`src/rtl/capture_sequencer.sv`:
```
// capture_sequencer: sequences one ADC capture into the sample RAM, then hands
// the RAM read port to the Nios until the host releases it. Tracks protocol
// violations in a sticky overrun flag and arbitrates the RAM read address.
module capture_sequencer #(
   parameter int ADDR_W = 12,
   parameter int DEPTH  = 4096
) (
   input  logic              clk,
   input  logic              reset,
   input  logic              cs_adc,
   input  logic              user_take_sample,
   input  logic              read_new_sample,
   input  logic [ADDR_W-1:0] nios_read_addr,
   input  logic [ADDR_W-1:0] gui_read_addr,
   output logic              wr_en,
   output logic [ADDR_W-1:0] wr_addr,
   output logic [ADDR_W-1:0] rd_addr,
   output logic              rd_owner,
   output logic              writing_finish_flag,
   output logic              busy,
   output logic              overrun
);

   typedef enum logic [1:0] {
      ST_IDLE,
      ST_CAPTURE,
      ST_DONE
   } state_t;

   // Address of the final sample of a capture; issuing it ends the capture.
   localparam logic [ADDR_W-1:0] LAST_ADDR = ADDR_W'(DEPTH - 1);

   state_t            state_q, state_d;
   logic              cs_q, take_q, rnew_q;
   logic [ADDR_W-1:0] cnt_q, cnt_d;
   logic              wr_en_q, wr_en_d;
   logic [ADDR_W-1:0] wr_addr_q, wr_addr_d;
   logic [ADDR_W-1:0] rd_addr_q, rd_addr_d;
   logic              rd_owner_q, rd_owner_d;
   logic              flag_q, flag_d;
   logic              busy_q, busy_d;
   logic              overrun_q, overrun_d;

   logic              rise_cs, rise_take, rise_rnew;

   // Inputs are already synchronous to clk; a held level gives one event.
   assign rise_cs   = cs_adc & ~cs_q;
   assign rise_take = user_take_sample & ~take_q;
   assign rise_rnew = read_new_sample & ~rnew_q;

   // Next-state, write-port and error-flag logic for the capture sequence.
   always_comb begin
      state_d   = state_q;
      cnt_d     = cnt_q;
      wr_en_d   = 1'b0;
      wr_addr_d = wr_addr_q;
      overrun_d = overrun_q;

      unique case (state_q)
         ST_IDLE: begin
            // A conversion edge coinciding with the take is deliberately dropped.
            if (rise_take) begin
               state_d   = ST_CAPTURE;
               cnt_d     = '0;
               wr_addr_d = '0;
            end
            if (rise_rnew) begin
               overrun_d = 1'b1;
            end
         end
         ST_CAPTURE: begin
            if (rise_cs) begin
               wr_en_d   = 1'b1;
               wr_addr_d = cnt_q;
               cnt_d     = cnt_q + 1'b1;
               if (cnt_q == LAST_ADDR) begin
                  state_d = ST_DONE;
               end
            end
            if (rise_take || rise_rnew) begin
               overrun_d = 1'b1;
            end
         end
         ST_DONE: begin
            // Release wins over a simultaneous take; the take only flags overrun.
            if (rise_rnew) begin
               state_d = ST_IDLE;
            end
            if (rise_take) begin
               overrun_d = 1'b1;
            end
         end
         default: begin
            state_d = ST_IDLE;
         end
      endcase

      busy_d     = (state_d == ST_CAPTURE);
      flag_d     = (state_d == ST_DONE);
      rd_owner_d = (state_d == ST_DONE);
      rd_addr_d  = (state_d == ST_DONE) ? nios_read_addr : gui_read_addr;
   end

   // State, edge-detect and registered-output update with async active-low reset.
   always_ff @(posedge clk or negedge reset) begin
      if (!reset) begin
         state_q    <= ST_IDLE;
         cs_q       <= 1'b0;
         take_q     <= 1'b0;
         rnew_q     <= 1'b0;
         cnt_q      <= '0;
         wr_en_q    <= 1'b0;
         wr_addr_q  <= '0;
         rd_addr_q  <= '0;
         rd_owner_q <= 1'b0;
         flag_q     <= 1'b0;
         busy_q     <= 1'b0;
         overrun_q  <= 1'b0;
      end else begin
         state_q    <= state_d;
         cs_q       <= cs_adc;
         take_q     <= user_take_sample;
         rnew_q     <= read_new_sample;
         cnt_q      <= cnt_d;
         wr_en_q    <= wr_en_d;
         wr_addr_q  <= wr_addr_d;
         rd_addr_q  <= rd_addr_d;
         rd_owner_q <= rd_owner_d;
         flag_q     <= flag_d;
         busy_q     <= busy_d;
         overrun_q  <= overrun_d;
      end
   end

   assign wr_en               = wr_en_q;
   assign wr_addr             = wr_addr_q;
   assign rd_addr             = rd_addr_q;
   assign rd_owner            = rd_owner_q;
   assign writing_finish_flag = flag_q;
   assign busy                = busy_q;
   assign overrun             = overrun_q;

endmodule

```
`config.mk`:
```
export PLATFORM = sky130hd
export DESIGN_NAME = capture_sequencer
export DESIGN_NICKNAME = d
export VERILOG_FILES = /design/src/rtl/capture_sequencer.sv
export SDC_FILE = /design/constraint.sdc
export NUM_CORES = 1
export LEC_CHECK = 0
export CAP_MARGIN = 20
export CORE_MARGIN = 4
export CORE_UTILIZATION = 44
export CTS_CLUSTER_DIAMETER = 30
export DETAILED_ROUTE_END_ITERATION = 7
export PLACE_DENSITY = 0.74
export SETUP_SLACK_MARGIN = 0.15
export SLEW_MARGIN = 25
export SYNTH_ARGS = -nofsm -noshare
export SYNTH_HDL_FRONTEND = slang
export SYNTH_SLANG_ARGS = --single-unit
```
`constraint.sdc`:
```
create_clock -name clk -period 1.9 [get_ports clk]
set_input_delay 0.19 -clock clk [delete_from_list [all_inputs] [get_ports clk]]
set_output_delay 0.19 -clock clk [all_outputs]
set_load 0.005 [all_outputs]
```
==> flow_summary.toml <==
[outcome]
status = "complete, no violations"

[floorplan]
dieArea_sq_um = 6504
die_x_um = 80.65
core-area_sq_um = 5107
floorplan.initialDensity_pct = 45.47
die_height_um = 80.65
rows = 26
boundaryPins = 58

[route]
vias_per_cell = 5.311
first_pass_iters = 4
ant_nets = 0
detail_route.iter0.violations = 187
wl_per_cell_um = 13.93
route.vias.total = 2034
routed_wl_um = 5337
drc = 0

[cells_and_area]
postLayoutCellArea_sq_um = 3247
final_layout_size_suffix_gt1_share_pct = 14.06
final_util_pct = 63.57
syn_to_final_growth_pct = 39.82
nets = 342
diodes = 0
fin_cells = 383

[yosys]
synth_top_area_share_pct = 48.49
synth_cells = 242
ys_ff_latch = 45
seq_area_frac_synth_pct = 48.49
synth_edf_count = 0
yosysWarnings = 0
syn_nets = 272
avgSynthCellArea_sq_um = 9.596
yosys.area.top_type = "dfrtp_1"
synthArstFlopShare_pct = 100.0
synth_area_leaders = "dfrtp_1 (48%), nand2_1 (7.3%), a221oi_1 (4.5%)"
synth_commonest_cells = "dfrtp_1 (45), nand2_1 (45), o21ai_0 (19)"
synthFlopType = "dfrtp_1"
ys_types = 34
synth.cell_area_sq_um = 2322

[grt]
grt_pass1_vias = 1933
grt_first_pass_wirelength_um = 8797
grt_max_degree = 46
antenna_found_initial = 0
grt_usage_pct = 17.11
grt_overflow = 0

[setup_path]
crit_path_start_kind = "register"
crit-reg2reg-capture = "cnt_q[10]"
critPathKind = "reg -> reg"
timing.rr.start = "state_q[1]"
cp.arrival_ns = 1.93
slowest_delay_ns = 0.56
crit_fanout = 5
path_cells = "or4b_4 > buf_6 > a2111oi_4 > xnor2_1 > nor2_1"
worstPathRequired_ns = 2.09
cp-end-kind = "register"
r2r_setup_slack_ns = 0.16
cp_slowest_cell = "or4b_4"
worst_r2r_path_depth = 5

[cts]
clk_latency_ns = 0.29
htree_levels = 2
numCtsBuffers = 5
path_clk_slew_ns = 0.08
clock_path_buffers = 2
clock_sinks = 45
cts_tree = "done"
root_buffer = "clkbuf_8"

[timing]
period_share_pct = 91.60
maxSlewHeadroom_pct = 57.71
slew_viol_final = 0
finalHoldViolCount = 0
whs_ns = 0.3679
setup_viol = 0
finalCriticalPeriod_ns = 1.740
tightestPinTransition_ns = 0.6343
grt_setup_unrepaired = "true"
fin_skew_ns = 0.006971
worst_slack_ns = 0.1595
setup_tns_ns = 0
max_freq_ghz = 0.5746

[place]
gp_congestion = 0.7782
dp_slack_ns = -0.2275
dpl_cell_area_sq_um = 3073
place_inst = 370
io_buffer_count = 57
dp_hpwl_um = 3648

[worst_hold_path]
worstHoldPathCells = 1
hold_path.class = "in -> reg"
min_to = "rnew_q"
worstHoldStart = "read_new_sample"

[job]
maxCapViolations = 0

[power]
total_power_mw = 2.376
p_per_area_nw_per_um2 = 731.7
leakage_nw = 1.329
ir_drop_mv = 0.4376
-- placed cells by master (no fill, tap or decap), types with 2 or more instances in the layout --
cell / count
a2111oi_4: 3
a21oi_1: 2
a221oi_1: 12
and2_1: 13
and3_1: 12
buf_12: 2
buf_4: 21
clkbuf_8: 7
clkdlybuf4s50_1: 56
dfrtp_1: 45
inv_1: 3
nand2_1: 43
nand2_2: 2
nand2b_1: 4
nand3_1: 4
nand3b_1: 12
nor2_1: 11
nor3_1: 3
o211ai_1: 12
o21a_1: 2
o21ai_0: 19
xnor2_1: 6
xor2_1: 2
-- report_power, final --
group          switching (mW)  total, mW  internal (mW)
registers              0.0769       1.15           1.07
logic                   0.255      0.582          0.327
clock network           0.313      0.642          0.329
-- timing repair --
| action | CTS | global route |
|---|---|---|
| gates resized for setup | 5 | 2 |
| endpoints found under the setup margin | 30 | 32 |
| hold buffers | 1 | 0 |
| buffers inserted | 1 | 3 |
| endpoints found under the hold margin | 34 | 0 |
| pin swaps | 1 | 1 |
-- state kept, by name (all words and copies together), names as in the netlist --
register and flops:
cnt_q 12, rd_addr 12, take_q 1, rnew_q 1
cs_q 1, wr_addr 12, wr_en 1, overrun 1
busy 1, state_q 2, writing_finish_flag 1
-- logic make-up (layout without fill, tap and decap cells) --
logic type	count (synthesis)	count (layout)	synth area share, %
compound gates	54	54	18.43
xor+xnor	8	8	3.017
fa+ha+maj	1	1	0.5387
buf+inv	23	94	4.202
flops	45	45	48.49
simple gates	111	111	25.32
-- layer usage --
metal,wire [um],vias up,track usage (%)
met5,0,-,0
met2,2641,44,28.56
met3,244,2,3.924
met4,38,0,4.054
li1,-,1002,-
met1,2412,986,22.45
-- worst max-delay path, delay by kind of cell, from the launching register on --
kind                      cells  cell delay [ns]
AOI/OAI and AO/OA             1             0.30
xor gates and xnor gates      1             0.16
buffers and inverters         1             0.16
and+or+nand+nor               2             0.62
DFF                           1             0.41
-- worst max path at each step --
stage,startpoint,endpoint,slack [ns],cells past startpoint
final,state_q[1],cnt_q[10],0.16,5
after global routing,take_q,cnt_q[10],0.05,5
after CTS,state_q[1],rd_addr[10],0.15,5
after detailed placement,cs_adc,rd_addr[7],-0.23,6
after global placement,cs_adc,rd_addr[8],-0.19,6
after floorplan,cnt_q[0],rd_addr[5],0.15,7
-- layout make-up --
cell class | count | area [sq um]
Fill cell | 435 | 1861
Multi-Input combinational cell | 174 | 1132
Sequential cell | 45 | 1126
Timing Repair Buffer | 82 | 784.5
Clock buffer | 7 | 96.34
Tap cell | 70 | 87.58
Inverter | 4 | 15.01
Clock inverter | 1 | 5.005
Power figures use the tool's default switching activity.
